===== src/rtl/reciprocal_nr_seq_if.sv =====
// Operand/result handshake bundle for the Newton-Raphson mantissa reciprocal unit.
// master = producer/consumer side, slave = the reciprocal unit.
interface reciprocal_nr_seq_if #(
  parameter int W = 8
);
  logic         in_valid;
  logic         in_ready;
  logic [W-1:0] a_mant;
  logic         out_valid;
  logic         out_ready;
  logic [W-1:0] r_mant;
  logic         err;

  modport master (
    output in_valid, a_mant, out_ready,
    input  in_ready, out_valid, r_mant, err
  );

  modport slave (
    input  in_valid, a_mant, out_ready,
    output in_ready, out_valid, r_mant, err
  );
endinterface


===== src/rtl/reciprocal_nr_seq.sv =====
// Sequential Newton-Raphson reciprocal of a normalised Q1.(W-1) mantissa.
// One NR step per clock on a guard-extended Q1.F datapath, rounded back to W bits.
module reciprocal_nr_seq #(
  parameter int W     = 8,
  parameter int ITERS = 3,
  parameter int G     = 4
) (
  input  logic                clk,
  input  logic                rst,
  reciprocal_nr_seq_if.slave  io
);
  localparam int F  = W - 1 + G;
  localparam int CW = (ITERS < 2) ? 1 : $clog2(ITERS);

  localparam logic [F+1:0] TWO_F   = (F+2)'(2) << F;
  localparam logic [F+1:0] THREE_F = (F+2)'(3) << F;
  localparam logic [F+2:0] ONE_X   = (F+3)'(1) << F;
  localparam logic [F+1:0] RND     = (F+2)'(1) << (G-1);
  localparam logic [F+1:0] RMAX    = (F+2)'(1) << (W-1);
  localparam logic [CW-1:0] LAST   = CW'(ITERS-1);

  typedef enum logic [1:0] {S_IDLE, S_ITER, S_DONE} state_t;

  state_t        state_q;
  logic [F:0]    ae_q, x_q;
  logic [CW-1:0] cnt_q;
  logic          in_ready_q, out_valid_q, err_q;
  logic [W-1:0]  r_mant_q;

  logic [F:0]     ae_d, seed_d, x_d;
  logic [F+1:0]   sd_full, t, d, rsum, rsh;
  logic [2*F+1:0] p;
  logic [2*F+2:0] q;
  logic [F+2:0]   xs;
  logic [W-1:0]   r_d;

  // Seed and one NR step: x' = x * (2 - Ae*x), both products truncated to F fraction bits.
  always_comb begin
    ae_d    = {io.a_mant, {G{1'b0}}};
    sd_full = THREE_F - {1'b0, ae_d};
    seed_d  = (F+1)'(sd_full >> 1);
    p       = {{(F+1){1'b0}}, ae_q} * {{(F+1){1'b0}}, x_q};
    t       = (F+2)'(p >> F);
    d       = TWO_F - t;
    q       = {{(F+2){1'b0}}, x_q} * {{(F+1){1'b0}}, d};
    xs      = (F+3)'(q >> F);
    x_d     = (xs > ONE_X) ? ONE_X[F:0] : xs[F:0];
    rsum    = {1'b0, x_d} + RND;
    rsh     = rsum >> G;
    r_d     = (rsh > RMAX) ? RMAX[W-1:0] : rsh[W-1:0];
  end

  always_ff @(posedge clk or posedge rst) begin
    if (rst) begin
      state_q     <= S_IDLE;
      ae_q        <= '0;
      x_q         <= '0;
      cnt_q       <= '0;
      in_ready_q  <= 1'b1;
      out_valid_q <= 1'b0;
      r_mant_q    <= '0;
      err_q       <= 1'b0;
    end else begin
      case (state_q)
        S_IDLE: begin
          if (io.in_valid) begin
            in_ready_q <= 1'b0;
            if (io.a_mant[W-1]) begin
              ae_q    <= ae_d;
              x_q     <= seed_d;
              cnt_q   <= '0;
              state_q <= S_ITER;
            end else begin
              r_mant_q    <= '1;
              err_q       <= 1'b1;
              out_valid_q <= 1'b1;
              state_q     <= S_DONE;
            end
          end
        end
        S_ITER: begin
          x_q   <= x_d;
          cnt_q <= cnt_q + CW'(1);
          if (cnt_q == LAST) begin
            r_mant_q    <= r_d;
            err_q       <= 1'b0;
            out_valid_q <= 1'b1;
            state_q     <= S_DONE;
          end
        end
        S_DONE: begin
          if (io.out_ready) begin
            out_valid_q <= 1'b0;
            in_ready_q  <= 1'b1;
            state_q     <= S_IDLE;
          end
        end
        default: state_q <= S_IDLE;
      endcase
    end
  end

  // Reset also masks readiness so nothing can be accepted while it is held.
  assign io.in_ready  = in_ready_q & ~rst;
  assign io.out_valid = out_valid_q;
  assign io.r_mant    = r_mant_q;
  assign io.err       = err_q;
endmodule


===== src/flat_wrapper.sv =====
// flat-port wrapper written by rule: the top's interface ports become plain ports
module reciprocal_nr_seq_flat 
#(
  parameter int W     = 8,
  parameter int ITERS = 3,
  parameter int G     = 4
)
  (clk, rst, io_in_valid, io_a_mant, io_out_ready, io_in_ready, io_out_valid, io_r_mant, io_err);
  reciprocal_nr_seq_if #(.W(W)) io_i ();
  input  logic clk;
  input  logic rst;
  input wire logic [$bits(io_i.in_valid)-1:0] io_in_valid;
  input wire logic [$bits(io_i.a_mant)-1:0] io_a_mant;
  input wire logic [$bits(io_i.out_ready)-1:0] io_out_ready;
  output wire logic [$bits(io_i.in_ready)-1:0] io_in_ready;
  output wire logic [$bits(io_i.out_valid)-1:0] io_out_valid;
  output wire logic [$bits(io_i.r_mant)-1:0] io_r_mant;
  output wire logic [$bits(io_i.err)-1:0] io_err;
  assign io_i.in_valid = io_in_valid;
  assign io_i.a_mant = io_a_mant;
  assign io_i.out_ready = io_out_ready;
  assign io_in_ready = io_i.in_ready;
  assign io_out_valid = io_i.out_valid;
  assign io_r_mant = io_i.r_mant;
  assign io_err = io_i.err;
  reciprocal_nr_seq #(.W(W), .ITERS(ITERS), .G(G)) u_core (.clk(clk), .rst(rst), .io(io_i));
endmodule

===== config.mk =====
export PLATFORM = sky130hd
export DESIGN_NAME = reciprocal_nr_seq_flat
export DESIGN_NICKNAME = d
export VERILOG_FILES = /design/src/rtl/reciprocal_nr_seq_if.sv /design/src/rtl/reciprocal_nr_seq.sv /design/src/flat_wrapper.sv
export SDC_FILE = /design/constraint.sdc
export NUM_CORES = 1
export LEC_CHECK = 0
export ABC_AREA = 0
export CAP_MARGIN = 25
export CORE_MARGIN = 2
export CORE_UTILIZATION = 60
export CTS_CLUSTER_DIAMETER = 150
export DETAILED_ROUTE_END_ITERATION = 8
export PLACE_DENSITY = 0.73
export SLEW_MARGIN = 40
export SYNTH_ARGS = -nofsm -noshare
export SYNTH_HDL_FRONTEND = slang
export SYNTH_SLANG_ARGS = --single-unit
export TNS_END_PERCENT = 1

===== constraint.sdc =====
create_clock -name clk -period 25.2 [get_ports clk]
set_input_delay 6.3 -clock clk [delete_from_list [all_inputs] [get_ports clk]]
set_output_delay 6.3 -clock clk [all_outputs]
set_load 0.05 [all_outputs]

# Word level (Yosys, flattened, before mapping)
# Cells that the tools add are included.
# classes
add_sub_neg	4
bitwise_logic	2
reduce_logical	10
eq_ne	8
mul	2
order_cmp	2
n_mux	27
# ops
op	n
12-bit 2-to-1 mux	3
8-bit 2-to-1 mux	4
12-bit by 13-bit multiplier with 25-bit output	1
12-bit one-hot mux with 2 select lines	1
8-bit by 12-bit multiplier with 20-bit output	1
8-bit one-hot mux with 2 select lines	1
14-bit by 12-bit greater-than comparator with 1-bit output, second input constant	1
12-bit by 4-bit adder with 13-bit output, second input constant	1
13-bit by 12-bit subtractor with 13-bit output, first input constant	1
13-bit subtractor, first input constant	1
2-bit 2-to-1 mux	6
3-bit AND reduction	4
9-bit by 8-bit greater-than comparator with 1-bit output, second input constant	1
2-bit inequality test, second input constant	4
1-bit 2-to-1 mux	7
2-bit one-hot mux with 3 select lines	1
5-bit AND reduction	1
2-bit == test, second input constant	2
1-bit one-hot mux with 2 select lines	2
2-bit one-hot mux with 2 select lines	1
4-bit AND reduction	1
2-bit nonzero test	2
1-bit one-hot mux with 3 select lines	1
3-bit nonzero test	1
other kinds (6)	6
# totals
regBits	35
inputBits	12
wordCells	63
output_inout_bits	11

# Depth between registers and ports, before layout
# logic_depth
word_depth	10
mapped_depth	49
depth_no_buf	47

# Worst setup path after synthesis
# OpenSTA, ideal clock, no wires.
# synth_path
path_type	input -> output
from	in rst
to	out io_in_ready
path_buffers	0
path_slack_ns	11.911
cell_stages	1
required_time_ns	18.900
t_arrival_ns	6.989
path_cell_list	nor2b_1
# synth_between
elab_chain_cells	2
# synth_lines
element	line	rtl
start, declared	flat_wrapper.sv:11	input logic rst;
1-bit inverter	reciprocal_nr_seq.sv:104	assign io.in_ready = in_ready_q & ~rst;
1-bit AND	reciprocal_nr_seq.sv:104	
end, declared	flat_wrapper.sv:15	output wire logic [$bits(io_i.in_ready)-1:0] io_in_ready;
# Every way passes these cells.

# Worst setup path after layout
# Ends and elaborated chain as after synthesis.

==> impl_metrics.ini <==
[timing]
fin_crit_sh = 0.553
finalCriticalPeriod_ns = 13.93
worst_clock_skew_ns = 0.00392
drv_slew = 0
fmax_mhz = 71.8
timing_hold_violations_final = 0
final.setup.tns_ns = 0
setup_violations = 0
max_slew_margin = 0.430
hold-worst-slack_ns = 0.460
max_slew.worst_pin.slew_ns = 0.854
rsz0062_at_grt = no

[job]
drv_cap = 0

[layout]
final_cell_mix = 215 x sky130_fd_sc_hd__inv_1, 168 x sky130_fd_sc_hd__fa_1, 151 x sky130_fd_sc_hd__nand2_1, 142 x sky130_fd_sc_hd__and2_1, 100 x sky130_fd_sc_hd__ha_1
area_growth_syn_to_layout_pct = 4.80
drive_above_1_share = 0.0422
fill_cells = 1502
layout_commonest_cell = sky130_fd_sc_hd__inv_1
insertedDiodeCount = 0
register_area_sq_um = 877
nNetsFinal = 1464
multi_input_combinational_cell_area_sq_mm = 0.00844

[clock_tree]
clock-root-buffer = sky130_fd_sc_hd__clkbuf_16
cts_inserted_buffers = 5
clk_path_buf_depth = 2
post_cts_resize_count = 0
clk_pin_slew_worst_paths_ns = 0.05
clock_insertion_delay_worst_skew_ns = 0.28
cts_stage_hold_buffer_count = 0
ctsHtreeMaxLevel = 2
cts.sink_count = 35
cts_post_setup_buffers_inserted = 0
cts_tree = yes

[drt]
ant_nets = 0
wirelength_per_cell_um = 16.6
drtIter0Drc = 448
num_vias = 7953
route.detailed.vias_per_inst = 5.64
totalWireLength_mm = 23.4
drc_errors = 0
firstDrtPassIters = 5

[logic_synthesis]
synth_edf_count = 0
synth.largest_area_cell = sky130_fd_sc_hd__fa_1
netlist-cell-type-count = 79
synthesis.yosys.warnings = 0
postSynthAreaPerCell_sq_um = 8.57
synth_top_area_share = 0.325
netlist_instances = 1207
yosys_most_used_dff = sky130_fd_sc_hd__dfrtp_1
proportion_of_synthesized_chip_area_in_sequential_cells = 0.0848
synth_nets = 1487
async_flop_share = 1.00
post_synth_main_area_contributors = sky130_fd_sc_hd__fa_1 33%, sky130_fd_sc_hd__ha_1 12%, sky130_fd_sc_hd__and2_1 8.6%, sky130_fd_sc_hd__dfrtp_1 8.2%, sky130_fd_sc_hd__inv_1 7.8%
post_synth_instance_area_sq_mm = 0.0103
ys_ff_latch = 35

[critical_path]
worst_ep_required_ns = 18.90
critical_path.max_stage_delay_ns = 0.81
path_delay_family = buffers and inverters
crit_path_end_kind = output pin
timing.critical_path.mode_cell = sky130_fd_sc_hd__clkdlybuf4s50_1
critical_path_cell_count = 3
reg2reg_setup_slack_ns = 12.22
crit_fanout = 2
critical_path.startpoint_type = primary input
crit_buf_inv = 2
critical_path_top_delay_cell = sky130_fd_sc_hd__clkdlybuf4s50_1
crit_arrival_ns = 7.63
r2r_depth = 43
critPathKind = in -> out
path_cells = clkdlybuf4s50_1, nor2b_1, clkdlybuf4s50_1

[run_status]
result_of_the_run = finished, final reports clean

[worst_hold_path]
hold_path.class = reg -> reg
hold_path_depth = 1

[grt]
grt_use_total = 0.277
grt-ovfl-total = 0
grt_pass1_wl_mm = 40.8
antenna_found_initial = 0
largest_net_degree_at_the_start_of_global_routing = 30
via_count_of_the_first_global_routing_pass = 8359

[floorplan]
die_span_y_um = 135
floorplan.rows = 48
design.core.area_sq_mm = 0.0171
die_x_um = 135
design.die.area_sq_mm = 0.0183
design.portCount = 23
start_util = 0.607

[place]
place.detailed.hpwl_mm = 18.6
port_buffers = 22
place.gp.congestion = 0.876
## per-stage QoR
step                      setup WS [ns]   util  instance area (sq um)  std cells
after detailed placement          11.26  0.628                  10700       1402
after floorplan                   11.91      -                  10300       1207
after global placement            11.25  0.627                  10700       1402
final                             11.27  0.636                  10800       1410
after global routing              11.24  0.636                  10800       1410
after CTS                         11.25  0.636                  10800       1410
## worst reg2reg max path, delay by kind of cell (launching register included)
kind	cells	cell delay (ns)
fa+ha+maj	12	5.66
buf+inv	6	0.34
flops	1	0.89
compound gates	14	3.61
simple gates	9	1.69
xor+xnor	2	0.75
## flip-flops by register name, summed over array words and instances, names as in the netlist
| register | count |
|---|---|
| u_core.io.out_valid | 1 |
| u_core.state_q | 2 |
| u_core.in_ready_q | 1 |
| u_core.ae_q | 8 |
| u_core.io.r_mant | 8 |
| u_core.x_q | 12 |
| u_core.cnt_q | 2 |
| u_core.io.err | 1 |
## cells by family after synthesis
kind of cell,Yosys count,synth area share
simple gates,418,0.210
buf+inv,278,0.102
fa+ha+maj,268,0.446
compound gates,152,0.107
xor+xnor,48,0.0421
flops,35,0.0848
mux,8,0.00859
## routing by layer
layer,share of wire,GRT usage
met5,0,0
met3,0.036,0.0195
met1,0.44,0.385
met4,0.017,0.0503
met2,0.50,0.488
## final cells by class
type                            count  share of cell area
Tap cell                          225              0.0260
Timing Repair Buffer               32              0.0272
Clock inverter                      1            0.000462
Inverter                          216              0.0748
Clock buffer                        7              0.0122
Multi-Input combinational cell    894               0.778
Sequential cell                    35              0.0809
## cell usage after synthesis, types with 4 or more instances
cell type,instances
sky130_fd_sc_hd__a21o_1,12
sky130_fd_sc_hd__ha_1,100
sky130_fd_sc_hd__o21bai_1,6
sky130_fd_sc_hd__nand4_1,4
sky130_fd_sc_hd__nand3b_1,5
sky130_fd_sc_hd__or2_2,5
sky130_fd_sc_hd__and3_1,7
sky130_fd_sc_hd__inv_1,215
sky130_fd_sc_hd__or3_1,4
sky130_fd_sc_hd__clkbuf_1,55
sky130_fd_sc_hd__a31oi_1,7
sky130_fd_sc_hd__nor3_1,15
sky130_fd_sc_hd__nand2_1,151
sky130_fd_sc_hd__o21a_1,9
sky130_fd_sc_hd__mux2_2,7
sky130_fd_sc_hd__fa_1,168
sky130_fd_sc_hd__nand3_1,9
sky130_fd_sc_hd__dfrtp_1,34
sky130_fd_sc_hd__xnor2_1,25
sky130_fd_sc_hd__nor2b_1,7
sky130_fd_sc_hd__o211ai_1,9
sky130_fd_sc_hd__nor2_1,43
sky130_fd_sc_hd__o21ai_1,7
sky130_fd_sc_hd__a21oi_1,31
sky130_fd_sc_hd__nand2b_1,4
sky130_fd_sc_hd__o21ai_0,27
sky130_fd_sc_hd__nor3b_1,5
sky130_fd_sc_hd__and2_1,142
sky130_fd_sc_hd__xor2_1,21
## path summary, 6_finish.rpt
path / start / end
worst max register to register: u_core.x_q[2] / u_core.io.r_mant[2]
worst min register to register: u_core.cnt_q[0] / u_core.cnt_q[0]
worst max-delay path: rst / io_in_ready
min in group asynchronous: rst / u_core.io.out_valid
max in group asynchronous: rst / u_core.x_q[0]
worst min-delay path: u_core.cnt_q[0] / u_core.cnt_q[0]
Power is left out: the tool's default activity adds up to more than one toggle a clock period on the data nets, which glitch-free logic cannot reach.
